--- src/rtl/key_alu_sequencer_pkg.sv ---
// Shared constants for the keypad-to-ALU command path: opcode width of the
// input interface, data width, sequencer state encodings and the result
// written when the ALU fails to answer.
package key_alu_sequencer_pkg;

    // Opcode width delivered by the keypad input buffer.
    localparam int unsigned IC_N = 4;

    // Operand / result width.
    localparam int unsigned DATA_W = 16;

    // Result published on an ALU timeout.
    localparam logic [DATA_W-1:0] TIMEOUT_RESULT = 16'hFFFF;

    typedef enum logic [1:0] {
        ST_IDLE  = 2'd0,
        ST_ISSUE = 2'd1,
        ST_WAIT  = 2'd2,
        ST_DONE  = 2'd3
    } seq_state_t;

endpackage : key_alu_sequencer_pkg

--- src/rtl/key_alu_sequencer_cmd_slot.sv ---
// key_cmd_slot: one valid-flagged command register (operand A, operand B,
// opcode). Used as the single pending entry of key_alu_sequencer.
// Load takes priority over clear.
module key_cmd_slot
    import key_alu_sequencer_pkg::*;
#(
    parameter int unsigned OP_W = IC_N
) (
    input  logic              CLK,
    input  logic              RESET,
    input  logic              load,
    input  logic              clear,
    input  logic [DATA_W-1:0] a_in,
    input  logic [DATA_W-1:0] b_in,
    input  logic [OP_W-1:0]   op_in,
    output logic              valid,
    output logic [DATA_W-1:0] a,
    output logic [DATA_W-1:0] b,
    output logic [OP_W-1:0]   op
);

    // Hold a command until the sequencer consumes it.
    always_ff @(posedge CLK or negedge RESET) begin
        if (!RESET) begin
            valid <= 1'b0;
            a     <= '0;
            b     <= '0;
            op    <= '0;
        end else if (load) begin
            valid <= 1'b1;
            a     <= a_in;
            b     <= b_in;
            op    <= op_in;
        end else if (clear) begin
            valid <= 1'b0;
        end
    end

endmodule : key_cmd_slot

--- src/rtl/key_alu_sequencer.sv ---
// key_alu_sequencer: takes keypad commands on the rising edge of `finish`,
// starts the ALU, waits for its done pulse and publishes the result.
// One pending command is buffered while busy; further ones set `overrun`.
// Optional feature macro: KEY_SEQ_TIMEOUT_EN (bounded wait for alu_done,
// sticky `timeout`, RESULT forced to 16'hFFFF on expiry).
module key_alu_sequencer
    import key_alu_sequencer_pkg::*;
#(
    parameter int unsigned OP_W        = IC_N,
    parameter int unsigned TIMEOUT_CYC = 255
) (
    input  logic              CLK,
    input  logic              RESET,
    input  logic [DATA_W-1:0] SRC,
    input  logic [DATA_W-1:0] DST,
    input  logic [OP_W-1:0]   ALU_OP,
    input  logic              finish,
    output logic [DATA_W-1:0] alu_a,
    output logic [DATA_W-1:0] alu_b,
    output logic [OP_W-1:0]   alu_op,
    output logic              alu_start,
    input  logic              alu_done,
    input  logic [DATA_W-1:0] alu_result,
    output logic [DATA_W-1:0] RESULT,
    output logic              result_valid,
    output logic              busy,
    output logic              overrun,
    output logic              timeout
);

    if (OP_W != IC_N || TIMEOUT_CYC < 1 || TIMEOUT_CYC > 255) begin : g_param_check
        $error("key_alu_sequencer: OP_W must equal IC_N and TIMEOUT_CYC must be 1..255");
    end

    seq_state_t state;
    logic       finish_q;
    logic       armed;
    logic       cmd_edge;

    logic              pend_valid;
    logic [DATA_W-1:0] pend_a;
    logic [DATA_W-1:0] pend_b;
    logic [OP_W-1:0]   pend_op;
    logic              pend_load;
    logic              pend_clear;

`ifdef KEY_SEQ_TIMEOUT_EN
    localparam logic [7:0] WAIT_LAST = 8'(TIMEOUT_CYC - 1);
    logic [7:0] wait_cnt;
`endif

    // `armed` is low for the first cycle after reset so a `finish` level that
    // is already high at release only primes finish_q instead of firing.
    assign cmd_edge = finish & ~finish_q & armed;

    // A command arriving in DONE with the slot empty is issued directly by
    // the FSM, so the slot only loads during ISSUE and WAIT.
    assign pend_load  = cmd_edge & ~pend_valid & ((state == ST_ISSUE) | (state == ST_WAIT));
    assign pend_clear = (state == ST_DONE) & pend_valid;

    assign busy = (state != ST_IDLE);

    key_cmd_slot #(
        .OP_W (OP_W)
    ) u_pending (
        .CLK   (CLK),
        .RESET (RESET),
        .load  (pend_load),
        .clear (pend_clear),
        .a_in  (SRC),
        .b_in  (DST),
        .op_in (ALU_OP),
        .valid (pend_valid),
        .a     (pend_a),
        .b     (pend_b),
        .op    (pend_op)
    );

    // Sequencer FSM with registered ALU, result and flag outputs.
    always_ff @(posedge CLK or negedge RESET) begin
        if (!RESET) begin
            state        <= ST_IDLE;
            finish_q     <= 1'b0;
            armed        <= 1'b0;
            alu_a        <= '0;
            alu_b        <= '0;
            alu_op       <= '0;
            alu_start    <= 1'b0;
            RESULT       <= '0;
            result_valid <= 1'b0;
            overrun      <= 1'b0;
`ifdef KEY_SEQ_TIMEOUT_EN
            timeout      <= 1'b0;
            wait_cnt     <= '0;
`endif
        end else begin
            finish_q     <= finish;
            armed        <= 1'b1;
            alu_start    <= 1'b0;
            result_valid <= 1'b0;

            if (cmd_edge && pend_valid && state != ST_IDLE) begin
                overrun <= 1'b1;
            end

            case (state)
                ST_IDLE: begin
                    if (cmd_edge) begin
                        alu_a     <= SRC;
                        alu_b     <= DST;
                        alu_op    <= ALU_OP;
                        alu_start <= 1'b1;
                        state     <= ST_ISSUE;
                    end
                end
                ST_ISSUE: begin
`ifdef KEY_SEQ_TIMEOUT_EN
                    wait_cnt <= '0;
`endif
                    state <= ST_WAIT;
                end
                ST_WAIT: begin
                    if (alu_done) begin
                        RESULT       <= alu_result;
                        result_valid <= 1'b1;
                        state        <= ST_DONE;
                    end
`ifdef KEY_SEQ_TIMEOUT_EN
                    else if (wait_cnt == WAIT_LAST) begin
                        timeout      <= 1'b1;
                        RESULT       <= TIMEOUT_RESULT;
                        result_valid <= 1'b1;
                        state        <= ST_DONE;
                    end else begin
                        wait_cnt <= wait_cnt + 8'd1;
                    end
`endif
                end
                ST_DONE: begin
                    if (pend_valid) begin
                        alu_a     <= pend_a;
                        alu_b     <= pend_b;
                        alu_op    <= pend_op;
                        alu_start <= 1'b1;
                        state     <= ST_ISSUE;
                    end else if (cmd_edge) begin
                        alu_a     <= SRC;
                        alu_b     <= DST;
                        alu_op    <= ALU_OP;
                        alu_start <= 1'b1;
                        state     <= ST_ISSUE;
                    end else begin
                        state <= ST_IDLE;
                    end
                end
                default: state <= ST_IDLE;
            endcase
        end
    end

`ifndef KEY_SEQ_TIMEOUT_EN
    assign timeout = 1'b0;
`endif

endmodule : key_alu_sequencer
--- config.mk ---
export PLATFORM = sky130hd
export DESIGN_NAME = key_alu_sequencer
export DESIGN_NICKNAME = d
export VERILOG_FILES = /design/src/rtl/key_alu_sequencer_pkg.sv /design/src/rtl/key_alu_sequencer_cmd_slot.sv /design/src/rtl/key_alu_sequencer.sv
export SDC_FILE = /design/constraint.sdc
export NUM_CORES = 1
export LEC_CHECK = 0
export BUFFER_PORTS_ARGS = -buffer_cell sky130_fd_sc_hd__buf_2
export CAP_MARGIN = 20
export CORE_AREA = 2 2 96 89
export CTS_CLUSTER_SIZE = 25
export DETAILED_ROUTE_END_ITERATION = 8
export DIE_AREA = 0 0 98 91
export GPL_TIMING_DRIVEN = 0
export PLACE_DENSITY_LB_ADDON = 0.12
export SETUP_SLACK_MARGIN = 0.3
export SYNTH_ARGS = -nofsm -noshare
export SYNTH_HDL_FRONTEND = slang
export SYNTH_HIERARCHICAL = 1
export SYNTH_SLANG_ARGS = --single-unit
--- constraint.sdc ---
create_clock -name CLK -period 3.33 [get_ports CLK]
set_input_delay 0.333 -clock CLK [delete_from_list [all_inputs] [get_ports CLK]]
set_output_delay 0.333 -clock CLK [all_outputs]
set_load 0.02 [all_outputs]
==> results_dict.tcl, run 1 <==
set metrics [dict create \
    outcome "finished, final reports clean" \
    core_area_um2 7870 \
    min_period_over_period_pct 63.4 \
    synthesis.instances 316 \
    synth_warnings 6 \
    crit_type "flop to flop" \
    wl_per_cell_um 17.4 \
    drc 0 \
    tns_ns 0 \
    fin_crit_ns 2.11 \
    hold_violations 0 \
    antenna_cells 0 \
    async_reset_ff_share_pct 100 \
    synth_area_um2 4380 \
    grt_usage_pct 22.6 \
    synth_top_area_share_pct 54.9 \
    rsz0062_at_grt "no" \
    fp-row-count 31 \
    antenna_found_initial 0 \
    clock_skew_ns 0.00957 \
    finalMaxSlewViolations 0 \
    gr-total-overflow 0 \
    r2r_cells 7 \
    grt.busiest_layer "met2" \
    hold_end "finish_q$_DFF_PN0_" \
    ctsResizeCount 0 \
    port_buffers 111 \
    place_inst 527 \
    synth_common_cells "96 x dfrtp_1, 36 x a31oi_1, 36 x and3_1" \
    cp.arrival_ns 2.37 \
    regArea_um2 2400 \
    place.gp.congestion 0.775 \
    cts_buffer_depth 2 \
    via_count 3053 \
    tightest_slew_ns 0.542 \
    cts.clk_slew.worst_paths_ns 0.09 \
    nets 500 \
    dp_hpwl_mm 6.57 \
    cts_made_buffers 9 \
    regToRegSetupSlack_ns 1.22 \
    synthTopCellsByArea "dfrtp_1 55%, mux2_4 9.9%, o2bb2ai_1 6.8%" \
    p_per_area_nw_per_um2 960 \
    wirelength_mm 9.45 \
    critPathCaptureType "flop" \
    fmax_ghz 0.474 \
    p_leak_nw 2.63 \
    viasPerCell 5.61 \
    p_total_mw 5.07 \
    synth_top_area_cell "dfrtp_1" \
    fillers 644 \
    grtUsageMet2_pct 35.4 \
    grt_pass1_wl_mm 16.0 \
    area_delta_synth_final_pct 20.8 \
    pin_count 113 \
    multiInputGateArea_um2 1660 \
    cts_setup_buffers 0 \
    ctsHoldBuffers 1 \
    rr_endpoint "u_pending/a[12]$_DFFE_PN0P_" \
    worstHoldStart "finish" \
    die_h_um 91 \
    synth_edf_count 0 \
    final-setup-viol-count 0 \
    crit_path_start_kind "flop" \
    reg2reg_from "state[0]$_DFFE_PN0P_" \
    drive_above_1_share_pct 47.9 \
    first_pass_iters 4 \
    cp_max_fo 10 \
    root_buffer "clkbuf_8" \
    slew_headroom_pct 63.9 \
    ant_nets 0 \
    critPathRequiredTime_ns 3.59 \
    instances_no_fill 544 \
    htreeDepth 3 \
    synth_area_per_cell_um2 13.9 \
    grt_pass1_vias 3193 \
    hold_depth 1 \
    synth.distinct_cells 32 \
    fp.dieW_um 98 \
    initial_core_util_pct 55.6 \
    drt_iter0_markers 118 \
    grt_max_degree 58 \
    clock_latency_ns 0.37 \
    yosys.cell_count.top_type "dfrtp_1" \
    grt_util_met3_pct 5.16 \
    worst_ir_drop_vdd_mv 0.443 \
    ys_seq_elements 96 \
    synth_fp_nets 376 \
    synthFlopType "dfrtp_1" \
    synth_sequential_area_ratio_pct 54.9 \
    maxCapViolCount 0 \
    hold_class "primary input to flop" \
    clkSinkCount 96 \
    use_met1_pct 31.3 \
    die_area_um2 8920 \
    tritoncts "done" \
    startpoint "state[0]$_DFFE_PN0P_" \
]
[how the worst max path moves through the flow]
stage	end	slack, ns	cells past startpoint
finish	u_pending/a[12]$_DFFE_PN0P_	1.22	7
global route	u_pending/a[11]$_DFFE_PN0P_	1.11	7
CTS	u_pending/a[11]$_DFFE_PN0P_	1.20	7
detailed placement	u_pending/a[12]$_DFFE_PN0P_	1.23	7
global placement	alu_a[10]$_DFFE_PN0P_	1.0	1
floorplan	u_pending/a[0]$_DFFE_PN0P_	1.46	7
[kinds of logic after synthesis]
logic type | after synthesis | share of synthesized area (%)
AOI/OAI and AO/OA | 81 | 14.1
and+or+nand+nor | 43 | 6.29
DFF | 96 | 54.9
muxes | 53 | 16.1
adders and majority gates | 4 | 1.14
other | 2 | 0.172
buffers and inverters | 37 | 7.26
[critical path, stage by stage, from the launching register on]
cell	delay, ns
dfrtp_1	0.40
inv_1	0.10
ha_1	0.35
buf_4	0.20
nor3b_1	0.25
buf_6	0.22
buf_12	0.17
mux2_4	0.31
[power breakdown]
| group | leakage [nW] | internal (mW) | switching [mW] | total (mW) |
|---|---|---|---|---|
| clock network | 0.0882 | 0.316 | 0.419 | 0.735 |
| logic | 1.36 | 1.08 | 1.27 | 2.35 |
| registers | 1.18 | 1.71 | 0.281 | 1.99 |
| total | 2.63 | 3.11 | 1.97 | 5.07 |
[stage by stage]
step                      hold slack (ns)  util [%]  instance area (um2)  setup WS (ns)
after detailed placement            0.353      64.6                 5090           1.23
after floorplan                    0.0374         -                 4380           1.46
after global placement              0.454      64.2                 5060          0.996
final                               0.102      67.2                 5290           1.22
after CTS                          0.0903      67.2                 5290           1.20
after global routing                0.101      67.2                 5290           1.11
[layout make-up]
type | instances | share of cell area [%]
inverter | 7 | 0.497
clock inverter | 5 | 0.757
multi-input combinational | 183 | 31.3
buffer | 30 | 5.51
clock buffer | 11 | 2.86
sequential | 96 | 45.4
timing repair buffer | 113 | 11.3
tap | 99 | 2.34
[routing by layer]
metal  vias up  wire, um  share of wire (%)
li1       1428         -                  -
met1      1530      4330                 46
met2        82      4480                 47
met3        13       482                5.1
met4         0       157                1.7
met5         -         0                  0
[sequential cells by signal (all words and copies together), names as in the netlist]
signal	count
u_pending/b	16
finish_q	1
u_pending/op	4
alu_op	4
overrun	1
alu_start	1
RESULT	16
state	2
result_valid	1
alu_b	16
alu_a	16
armed	1
u_pending/valid	1
u_pending/a	16
[placed cells by master (no fill, tap or decap), drive strengths merged, types with 3 or more instances in the layout]
master | synthesis | routed
o2bb2ai | 36 | 36
clkinvlp | 0 | 3
buf | 21 | 133
dfrtp | 96 | 96
ha | 4 | 4
a31oi | 36 | 36
mux2 | 53 | 53
and3 | 36 | 36
clkbuf | 7 | 18
inv | 7 | 8
(Power assumes the default switching activity.)
==> inputs of run 2 (changes only) <==
--- a/config.mk
+++ b/config.mk
@@ -7,10 +7,10 @@
 export LEC_CHECK = 0
 export BUFFER_PORTS_ARGS = -buffer_cell sky130_fd_sc_hd__buf_2
 export CAP_MARGIN = 20
-export CORE_AREA = 2 2 96 89
+export CORE_AREA = 2 2 99 92
 export CTS_CLUSTER_SIZE = 25
 export DETAILED_ROUTE_END_ITERATION = 8
-export DIE_AREA = 0 0 98 91
+export DIE_AREA = 0 0 101 94
 export GPL_TIMING_DRIVEN = 0
 export PLACE_DENSITY_LB_ADDON = 0.12
 export SETUP_SLACK_MARGIN = 0.3
==> constraint.sdc (replaced) <==
create_clock -name CLK -period 1.95 [get_ports CLK]
set_input_delay 0.195 -clock CLK [delete_from_list [all_inputs] [get_ports CLK]]
set_output_delay 0.195 -clock CLK [all_outputs]
set_load 0.02 [all_outputs]
==> run 2 against run 1 <==
Register-to-register slack got worse by 1.1 ns. Clock-buffer cell count fell by 1. Highest routed layer unchanged. Die area rose by 6.5%. Routed wire length rose by 10%. Critical path depth did not move. Clock skew fell by 0.0024 ns. Worst setup slack got worse by 1.1 ns. First-iteration DRC count rose by 3.4%. Largest cell class unchanged. Total power rose by 86%. Final cell count rose by 4.0%. Via count rose by 2.6%. Sequential power rose by 70%.
==> results_dict.tcl, run 2 (synthesis results as in run 1) <==
set metrics [dict create \
    fmax_ghz 0.553 \
    p_clk_share_pct 14.8 \
    grt_usage_pct 22.8 \
    worstHoldStart "alu_result[7]" \
    ant_nets 0 \
    antenna_cells 0 \
    antenna_found_initial 0 \
    grt_pass1_vias 3282 \
    reg2reg_from "state[0]$_DFFE_PN0P_" \
    hold_depth 2 \
    die_h_um 94 \
    comb_power_share_pct 49.2 \
    drc 0 \
    hold_violations 0 \
    cp_max_fo 5 \
    p_seq_share_pct 36.0 \
    p_per_area_nw_per_um2 1660 \
    gr-total-overflow 0 \
    min_period_over_period_pct 92.7 \
    fp-row-count 32 \
    hold_ws_ns 0.0638 \
    initial_core_util_pct 52.1 \
    die_area_um2 9490 \
    place.gp.congestion 0.790 \
    cts_made_buffers 9 \
    p_sw_mw 3.51 \
    grt_pass1_wl_mm 16.7 \
    regToRegSetupSlack_ns 0.14 \
    drive_above_1_share_pct 52.4 \
    area_delta_synth_final_pct 30.0 \
    slew_headroom_pct 51.0 \
    clock_skew_ns 0.00719 \
    place_inst 530 \
    pin_count 113 \
    hold_end "RESULT[7]$_DFFE_PN0P_" \
    fin_crit_ns 1.81 \
    r2r_cells 7 \
    outcome "finished, final reports clean" \
    intPower_mw 5.91 \
    critPathCaptureType "flop" \
    crit_path_start_kind "flop" \
    root_buffer "clkbuf_8" \
    maxCapViolCount 0 \
    hold_class "primary input to flop" \
    nets 520 \
    cp.arrival_ns 2.06 \
    rsz0062_at_grt "yes" \
    mostFrequentLayoutCells "114 x buf_2, 96 x dfrtp_1, 36 x mux2_4, 35 x and3_1, 35 x a31oi_1" \
    cts_buffer_depth 2 \
    port_buffers 111 \
    crit_type "flop to flop" \
    rr_endpoint "u_pending/b[12]$_DFFE_PN0P_" \
    cts.clk_slew.worst_paths_ns 0.09 \
    instances_no_fill 566 \
    viasPerCell 5.54 \
    p_sw_share_pct 37.3 \
    first_pass_iters 4 \
    core_area_um2 8410 \
    finalMaxSlewViolations 0 \
    dp_hpwl_mm 6.65 \
    htreeDepth 3 \
    fp.dieW_um 101 \
    tritoncts "done" \
    worst_ir_drop_vdd_mv 0.764 \
    p_leak_nw 2.81 \
    via_count 3133 \
    final-setup-viol-count 0 \
    tightest_slew_ns 0.735 \
    clkSinkCount 96 \
    clock_latency_ns 0.35 \
    grt_max_degree 59 \
    drt_iter0_markers 122 \
    critPathRequiredTime_ns 2.20 \
    wl_per_cell_um 18.4 \
    layout_commonest_cell "buf_2" \
    wirelength_mm 10.4 \
]
-- run 2: metal layers --
metal | routed length [um] | GRT usage (%) | vias up
li1 | - | - | 1468
met1 | 4750 | 30.4 | 1580
met2 | 5190 | 37.9 | 79
met3 | 401 | 4.54 | 6
met4 | 76 | 6.42 | 0
met5 | 0 | 0 | -
-- run 2: critical path: stages (launching register included) --
cell	delay [ns]
dfrtp_1	0.37
inv_2	0.06
ha_4	0.27
buf_8	0.09
nor3b_4	0.18
buf_6	0.16
bufbuf_16	0.27
mux2_4	0.29
-- run 2: power by group through the flow --
stage	sequential (mW)	combinational (mW)	clock [mW]
6_report	3.39	4.64	1.40
3_3_place_gp	3.37	4.05	0
4_1_cts	3.38	4.47	1.44
2_1_floorplan	4.00	2.27	0
3_5_place_dp	3.42	4.12	0
5_1_grt	3.50	4.99	1.50
-- run 2: stage by stage --
| step | setup WS (ns) | power (mW) | instance area, um2 | setup TNS [ns] | util, % |
|---|---|---|---|---|---|
| 2_1_floorplan | 0.211 | 6.27 | 4400 | 0 | - |
| 3_3_place_gp | -0.279 | 7.42 | 5080 | -26.24 | 60.4 |
| 3_5_place_dp | 0.0195 | 7.54 | 5100 | 0 | 60.7 |
| 4_1_cts | 0.161 | 9.29 | 5600 | 0 | 66.5 |
| 5_1_grt | 0.105 | 9.99 | 5690 | 0 | 67.7 |
| 6_report | 0.143 | 9.42 | 5690 | 0 | 67.7 |
-- run 2: how the worst max path moves through the flow --
stage                     cells past startpoint  slack [ns]                           to            startpoint
after CTS                                     7        0.16  u_pending/b[12]$_DFFE_PN0P_  state[0]$_DFFE_PN0P_
after floorplan                               7        0.21   u_pending/a[0]$_DFFE_PN0P_  state[1]$_DFFE_PN0P_
after global placement                        1       -0.28        alu_a[12]$_DFFE_PN0P_                 RESET
after global routing                          8        0.11  u_pending/b[15]$_DFFE_PN0P_  state[0]$_DFFE_PN0P_
final                                         7        0.14  u_pending/b[12]$_DFFE_PN0P_  state[0]$_DFFE_PN0P_
after detailed placement                      7        0.02   u_pending/a[6]$_DFFE_PN0P_  state[1]$_DFFE_PN0P_
-- run 2: repair_timing --
item                                    in CTS  in global routing
resized for setup                           18                 26
endpoints found under the setup margin      47                 73
cloned                                       3                  1
buffers inserted                            12                  3
endpoints found under the hold margin       58                  0
pin swaps                                    1                  7
hold buffers                                 2                  0
-- run 2: final cells by class --
| cell class | instances | area, um2 |
|---|---|---|
| fill | 642 | 2720 |
| inverter | 7 | 26.3 |
| clock inverter | 5 | 82.6 |
| timing repair buffer | 133 | 853 |
| tap | 102 | 128 |
| sequential | 96 | 2400 |
| buffer | 30 | 319 |
| clock buffer | 10 | 128 |
| multi-input combinational | 183 | 1750 |
